**src/rtl/branch_resolution_queue.sv**
```systemverilog
// branch_resolution_queue: in-order queue of fetched {pc, predicted next-pc}
// pairs. Execute resolves the oldest entry; the block emits the predictor
// update (1-cycle registered pulse) and, on mispredict, flushes the queue and
// emits a one-cycle redirect.
// Optional feature: define BRANCH_STATS_EN to add saturating stat_cf and
// stat_mispred counters.
module branch_resolution_queue #(
  parameter int XLEN  = 64,
  parameter int DEPTH = 8,
  localparam int PTR_W = $clog2(DEPTH)
) (
  input  logic             clk,
  input  logic             reset,
  input  logic             enq_valid,
  input  logic [XLEN-1:0]  enq_pc,
  input  logic [XLEN-1:0]  enq_pred_npc,
  output logic             enq_ready,
  input  logic             res_valid,
  input  logic             res_is_cf,
  input  logic             res_taken,
  input  logic [XLEN-1:0]  res_target,
  output logic             upd_we,
  output logic [XLEN-1:0]  upd_pc,
  output logic [XLEN-1:0]  upd_target,
  output logic             upd_taken,
  output logic             redirect_valid,
  output logic [XLEN-1:0]  redirect_pc,
  output logic [PTR_W:0]   count,
  output logic             empty,
  output logic             full,
`ifdef BRANCH_STATS_EN
  output logic [31:0]      stat_cf,
  output logic [31:0]      stat_mispred,
`endif
  output logic             err_underflow
);

  typedef enum logic {NORMAL, REDIRECT} state_t;

  state_t            state, state_next;
  logic [XLEN-1:0]   mem_pc  [DEPTH];
  logic [XLEN-1:0]   mem_npc [DEPTH];
  logic [PTR_W-1:0]  rptr, wptr;
  logic              do_enq, do_res, mispredict;
  logic [XLEN-1:0]   actual_npc;

  assign empty     = (count == '0);
  assign full      = (count == (PTR_W+1)'(DEPTH));
  // Not pop-aware: a full queue refuses enqueue even while resolving.
  assign enq_ready = !full && (state == NORMAL);

  // Resolve decode: correct next pc of the oldest entry and mispredict check.
  always_comb begin
    // NOTE: every signal driven here gets a default first so no latch is inferred.
    do_enq     = enq_valid && enq_ready;
    do_res     = res_valid && !empty && (state == NORMAL);
    actual_npc = (res_is_cf && res_taken) ? res_target : mem_pc[rptr] + XLEN'(4);
    mispredict = do_res && (actual_npc != mem_npc[rptr]);
    state_next = NORMAL;
    if (state == NORMAL && mispredict) state_next = REDIRECT;
  end

  // State register, pointers, count, sticky error and registered output pulses.
  always_ff @(posedge clk) begin
    // NOTE: sequential state uses non-blocking assignments so every flop
    // samples pre-edge values regardless of statement order.
    if (reset) begin
      state          <= NORMAL;
      rptr           <= '0;
      wptr           <= '0;
      count          <= '0;
      err_underflow  <= 1'b0;
      upd_we         <= 1'b0;
      upd_pc         <= '0;
      upd_target     <= '0;
      upd_taken      <= 1'b0;
      redirect_valid <= 1'b0;
      redirect_pc    <= '0;
    end else begin
      state          <= state_next;
      upd_we         <= do_res && res_is_cf;
      redirect_valid <= mispredict;
      if (do_res) begin
        upd_pc      <= mem_pc[rptr];
        upd_target  <= res_target;
        upd_taken   <= res_taken;
        redirect_pc <= actual_npc;
      end
      if (res_valid && empty && state == NORMAL) err_underflow <= 1'b1;
      if (mispredict) begin
        // Flush wrong-path entries; a same-cycle enqueue is dropped.
        rptr  <= '0;
        wptr  <= '0;
        count <= '0;
      end else begin
        if (do_enq) wptr <= wptr + 1'b1;
        if (do_res) rptr <= rptr + 1'b1;
        count <= count + (PTR_W+1)'(do_enq) - (PTR_W+1)'(do_res);
      end
    end
  end

  // Entry storage write port.
  always_ff @(posedge clk) begin
    // NOTE: storage is deliberately not reset; entries are only read once
    // count says they hold valid data.
    if (do_enq && !mispredict) begin
      mem_pc[wptr]  <= enq_pc;
      mem_npc[wptr] <= enq_pred_npc;
    end
  end

`ifdef BRANCH_STATS_EN
  // Saturating statistics counters.
  always_ff @(posedge clk) begin
    if (reset) begin
      stat_cf      <= '0;
      stat_mispred <= '0;
    end else begin
      if (do_res && res_is_cf && stat_cf != '1) stat_cf <= stat_cf + 32'd1;
      if (mispredict && stat_mispred != '1)     stat_mispred <= stat_mispred + 32'd1;
    end
  end
`endif

endmodule
```
**config.mk**
```make
export PLATFORM = sky130hd
export DESIGN_NAME = branch_resolution_queue
export DESIGN_NICKNAME = d
export VERILOG_FILES = /design/src/rtl/branch_resolution_queue.sv
export SDC_FILE = /design/constraint.sdc
export NUM_CORES = 1
export LEC_CHECK = 0
export ABC_AREA = 1
export BUFFER_PORTS_ARGS = -buffer_cell sky130_fd_sc_hd__buf_4
export CAP_MARGIN = 20
export CELL_PAD_IN_SITES_DETAIL_PLACEMENT = 1
export CELL_PAD_IN_SITES_GLOBAL_PLACEMENT = 2
export CORE_UTILIZATION = 30
export DETAILED_ROUTE_END_ITERATION = 8
export GPL_ROUTABILITY_DRIVEN = 0
export PLACE_DENSITY = 0.61
export REMOVE_ABC_BUFFERS = 1
export SKIP_CTS_REPAIR_TIMING = 1
export SKIP_LAST_GASP = 1
export SYNTH_ARGS = -nofsm -noshare
export SYNTH_HDL_FRONTEND = slang
export SYNTH_SLANG_ARGS = --single-unit
```
**constraint.sdc**
```tcl
create_clock -name clk -period 10.55 [get_ports clk]
set_input_delay 1.055 -clock clk [delete_from_list [all_inputs] [get_ports clk]]
set_output_delay 1.055 -clock clk [all_outputs]
set_load 0.05 [all_outputs]
```
# After elaboration in Yosys (flattened, before gate mapping)
# Memory sizes are Yosys's and may differ from the RTL's. A register that Yosys moved wholly into a read port is not among the register bits.
# Cells that the tools add are included.
# classes
magnitude_cmp,0
add_sub_neg,5
n_mux,8
multipliers,0
div_mod_pow,0
shifts,0
eq_ne,2
n_reduce_logical,16
bitwise_logic,1
# ops
op,count
"64-bit by 3-bit adder with 64-bit output, second input constant",1
64-bit two-way mux,1
64-bit inequality test,1
3-bit two-way mux,4
1-bit logical AND,11
"3-bit by 1-bit adder with 3-bit output, second input constant",2
4-bit by 1-bit adder with 4-bit output,1
"4-bit equality test, second input constant",1
4-bit zero test,1
4-bit by 1-bit subtractor with 4-bit output,1
1-bit zero test,3
1-bit two-way mux,3
2-bit OR reduction,1
1-bit inverter,1
# totals
ff_bits,207
rom_bits,0
memories,2
word_cells,45
inputBits,198
mem_bits_rw,1024
latch_bits,0
output_inout_bits,203
# memory_table
name,words,word_bits,rd,rd_ports_with_merged_regs,wr,line,rtl
mem_npc,8,64,1,1,1,42,logic [XLEN-1:0] mem_npc [DEPTH];
mem_pc,8,64,1,1,1,41,logic [XLEN-1:0] mem_pc [DEPTH];

# Logic depth before layout (Yosys ltp)
# logic_depth
ltp_word,9
ltp_mapped,32
mapped_depth_nobuf,29

# Least setup slack after synthesis
# Ideal clock, no wire load.
# synth_timing
kind,register to register
from,reg with a tool-made name
to,mem mem_npc[0][0] (enable)
path_buffers,2
path_stages_with_launch,27
setup_slack_ps,1760
setup_ps,617
t_arrival_ps,8174
period_less_slack_ps,8790
path_cell_list,dfxtp_1 -> buf_4 -> inv_4 -> buf_4 -> nor2_1 -> o21ai_1 -> nand2_1 -> nand2_1 -> ha_1 -> inv_1 -> nor2_1 -> nand2_1 -> nor2_2 -> nand2_1 -> nor2_1 -> xor2_1 -> nand2_1 -> nand3_1 -> nand2_1 -> nand2_1 -> nor2_1 -> nand3_1 -> nor2_1 -> nand2_1 -> nand2_2 -> nand2_2 -> nor2_1
# synth_lines
item,line
end: declaration,42

==> run summary <==
## Run status
* **outcome** complete, but fails checks
* **failing checks** max-slew violations

## Setup path
* **Critical Path End Type** flop
* **most common cell type on the critical path** nand2_1
* **path type of the worst setup path** reg -> reg
* **required arrival time at the worst endpoint** 10990 ps
* **kind of start point of the critical path** flop
* **Critical-path top delay cell** nor2_4
* **CP arrival** 8080 ps
* **setup slack of the most critical reg-to-reg path** 2910 ps
* **worst path bufs/invs** 4
* **max incr delay on CP** 840 ps
* **R2R depth** 26
* **cell family contributing the most delay on the critical path** simple AND/OR/NAND/NOR gates
* **Reg2Reg Capture Point** mem_pc[6][1]$_DFFE_PP_
* **crit path max fanout** 209

## Drt
* **Iter 0 DRT Violations** 2676
* **mean routed wirelength per cell** 24.97 um
* **DR DRC count** 0
* **routed vias** 40660
* **TritonRoute pass-1 iters** 6
* **via density per instance** 4.881
* **total routed wirelength** 208000 um
* **residual antenna-violating net count after detailed routing** 0

## Timing
* **final setup violation count** 0
* **final max-slew violation count** 123
* **post-route clock skew** 28.56 ps
* **post-route fraction of the period consumed by the critical path** 72.39%
* **hold violation count in the final report** 0
* **Total Neg Setup Slack** 0 ps
* **RSZ-0062 raised after global routing** false
* **maximum clock rate** 130.9 MHz
* **Rel. slew slack** -9.800%
* **worst slew pin tran** 1647 ps
* **clock period minus final worst setup slack** 7637 ps

## Logic synthesis
* **proportion of netlist area held by the largest area contributor** 57.07%
* **library cells used by synthesis** 40
* **post-synthesis instance area** 53880 um2
* **top cells by area, synth** edfxtp_1, nand2_1, dfxtp_1
* **main flop type after synthesis** edfxtp_1
* **commonest cells in the synthesized netlist** nand2_1, edfxtp_1, nor2_1, inv_1, nand3_1
* **fraction of synthesis flops using an asynchronous set or reset pin** 0%
* **synthesized area per cell** 9.744 um2
* **biggest area consumer among synthesized cells** edfxtp_1
* **Synth Warn #** 0
* **share of synthesized area occupied by flip-flops and latches** 64.87%
* **leading cell type by number of instances after synthesis** nand2_1
* **register bit count reported by yosys** 1234
* **number of cells produced by synthesis** 5530
* **number of flops mapped to enable cells by yosys** 1024

## CTS
* **Root Driver** clkbuf_16
* **count of clock tree sinks** 1234
* **TritonCTS clock tree** built
* **count of H-tree levels built during CTS** 4
* **clock latency reported for the late side of the worst-skew pair** 820 ps
* **buffer levels on the longest clock path** 3
* **cts bufs inserted** 148
* **clock-pin slew on the worst setup and hold paths** 60 ps

## Worst hold path
* **worst hold path type** in -> reg
* **Hold Path Depth** 1
* **Min-Delay Startpoint** enq_pred_npc[51]
* **destination of the worst hold path** mem_npc[7][51]$_DFFE_PP_

## Global routing
* **grt ovf** 0
* **maximum number of pins on one net before global-route repair** 210
* **global-route wire length before repair** 297000 um
* **number of global-route vias before repair** 41330
* **antenna violations before repair** 25
* **global-route usage over all layers** 22.72%

## Die
* **die area** 181300 um2
* **Boundary Pins** 401
* **floorplan row count** 155
* **initial core utilization** 30.20%
* **Core ar.** 178400 um2
* **width of the chip** 425.8 um
* **y dimension of the die** 425.8 um

## Final layout
* **share of cells above drive strength 1** 12.62%
* **Area growth syn-to-layout** 18.45%
* **fin cells** 8329
* **number of nets in the layout** 6049
* **cell area after layout** 63830 um2

## Power
* **pwr dens** 274.4 nW/um2
* **proportion of power drawn by the clock network** 28.3%
* **Peak supply drop** 0.1911 mV
* **switching share of total power** 41.32%
* **Switching Power** 0.007237 W
* **Leak Pwr** 25.68 nW
* **Final Power** 0.01752 W
* **Reg power frac** 35.3%
* **Int Power** 0.01028 W
* **proportion of power drawn by combinational gates** 36.3%

## Job
* **maxcap violations** 0

## Placement
* **standard cell area after detailed placement** 59140 um2
* **HPWL after detailed placement** 131500 um
* **Placed Cells** 8046
* **count of input and output buffers** 400

## cells by family (layout without fill, tap and decap cells)
kind of cell	after synthesis	in the layout	share of synthesized area (%)
fa+ha+maj	10	10	0.2461
xor+xnor	15	15	0.2438
flops	1234	1234	64.87
buf+inv	750	1187	5.847
compound gates	672	672	7.180
simple gates	2845	2845	21.54
other cells	0	7	0
mux	4	4	0.07431
## placed cells by master (no fill, tap or decap), types with 4 or more instances in the layout
| master | n |
|---|---|
| inv_6 | 9 |
| a32o_1 | 57 |
| a21oi_1 | 253 |
| inv_16 | 5 |
| o221ai_1 | 20 |
| and2_1 | 5 |
| o211ai_1 | 12 |
| nor2_4 | 10 |
| o21ai_1 | 13 |
| ha_1 | 9 |
| nand2_1 | 1734 |
| diode_2 | 7 |
| nand4_1 | 8 |
| clkbuf_8 | 15 |
| clkinv_1 | 17 |
| a221oi_1 | 6 |
| nand3_1 | 457 |
| edfxtp_1 | 1024 |
| clkinv_2 | 19 |
| buf_4 | 431 |
| or2_2 | 48 |
| nor2_1 | 518 |
| inv_1 | 456 |
| a221o_1 | 10 |
| xor2_1 | 12 |
| buf_12 | 18 |
| o21ai_0 | 282 |
| a22oi_1 | 13 |
| dfxtp_1 | 207 |
| mux2i_1 | 4 |
| nor3_1 | 4 |
| clkbuf_1 | 54 |
| clkbuf_16 | 150 |
| nand3b_1 | 28 |
| nor2_2 | 27 |
## registers in the layout (all words and copies together) (netlist names), named ones only
signal          flops
upd_pc             64
upd_taken           1
err_underflow       1
state               1
upd_target         64
mem_pc            512
redirect_valid      1
mem_npc           512
redirect_pc        64
rptr                3
wptr                3
count               4
upd_we              1
## layout make-up
cell class	instances	area, um2
diodes	7	17.52
clock buffers	219	4163
clock inverters	57	508.0
fillers	20090	114600
inverters	462	1775
multi-input cells	3546	15860
flip-flops and latches	1234	34960
well taps	2355	2947
repair buffers	449	3596
## worst max path at each step
stage | from | endpoint | slack [ps] | cells past startpoint
after detailed placement | flop | mem_pc[6][50]$_DFFE_PP_ | 2730 | 27
after floorplan | flop | mem_npc[0][0]$_DFFE_PP_ | -14610 | 26
after CTS | flop | mem_npc[6][3]$_DFFE_PP_ | 2720 | 27
final | flop | mem_pc[6][1]$_DFFE_PP_ | 2910 | 26
after global placement | flop | mem_npc[6][2]$_DFFE_PP_ | 2720 | 27
after global routing | flop | mem_pc[6][1]$_DFFE_PP_ | 2430 | 27
## through the flow
| step | setup slack, ps | util [%] | hold WS, ps |
|---|---|---|---|
| 2_1_floorplan | -14610 | - | 503.3 |
| 3_5_place_dp | 2726 | 33.15 | 477.1 |
| 6_report | 2913 | 35.77 | 475.4 |
| 5_1_grt | 2432 | 35.77 | 442.2 |
| 4_1_cts | 2723 | 35.76 | 413.6 |
| 3_3_place_gp | 2716 | 33.15 | 464.8 |
## power groups by stage
stage / Combinational [W] / Sequential, W / Clock (W)
floorplan: 0.00302 / 0.00734 / 0
global placement: 0.00644 / 0.00628 / 0
detailed placement: 0.00647 / 0.00629 / 0
CTS: 0.00649 / 0.00620 / 0.00510
global route: 0.00692 / 0.00624 / 0.00528
finish: 0.00637 / 0.00619 / 0.00496
## metal layers
layer / track usage [%] / wire, um / vias to the layer above
li1: - / - / 19160
met1: 29.17 / 91270 / 20510
met2: 39.58 / 104200 / 713
met3: 3.019 / 6974 / 262
met4: 6.774 / 5460 / 10
met5: 0 / 70 / -
No activity file was read; power rests on OpenSTA's default activity.
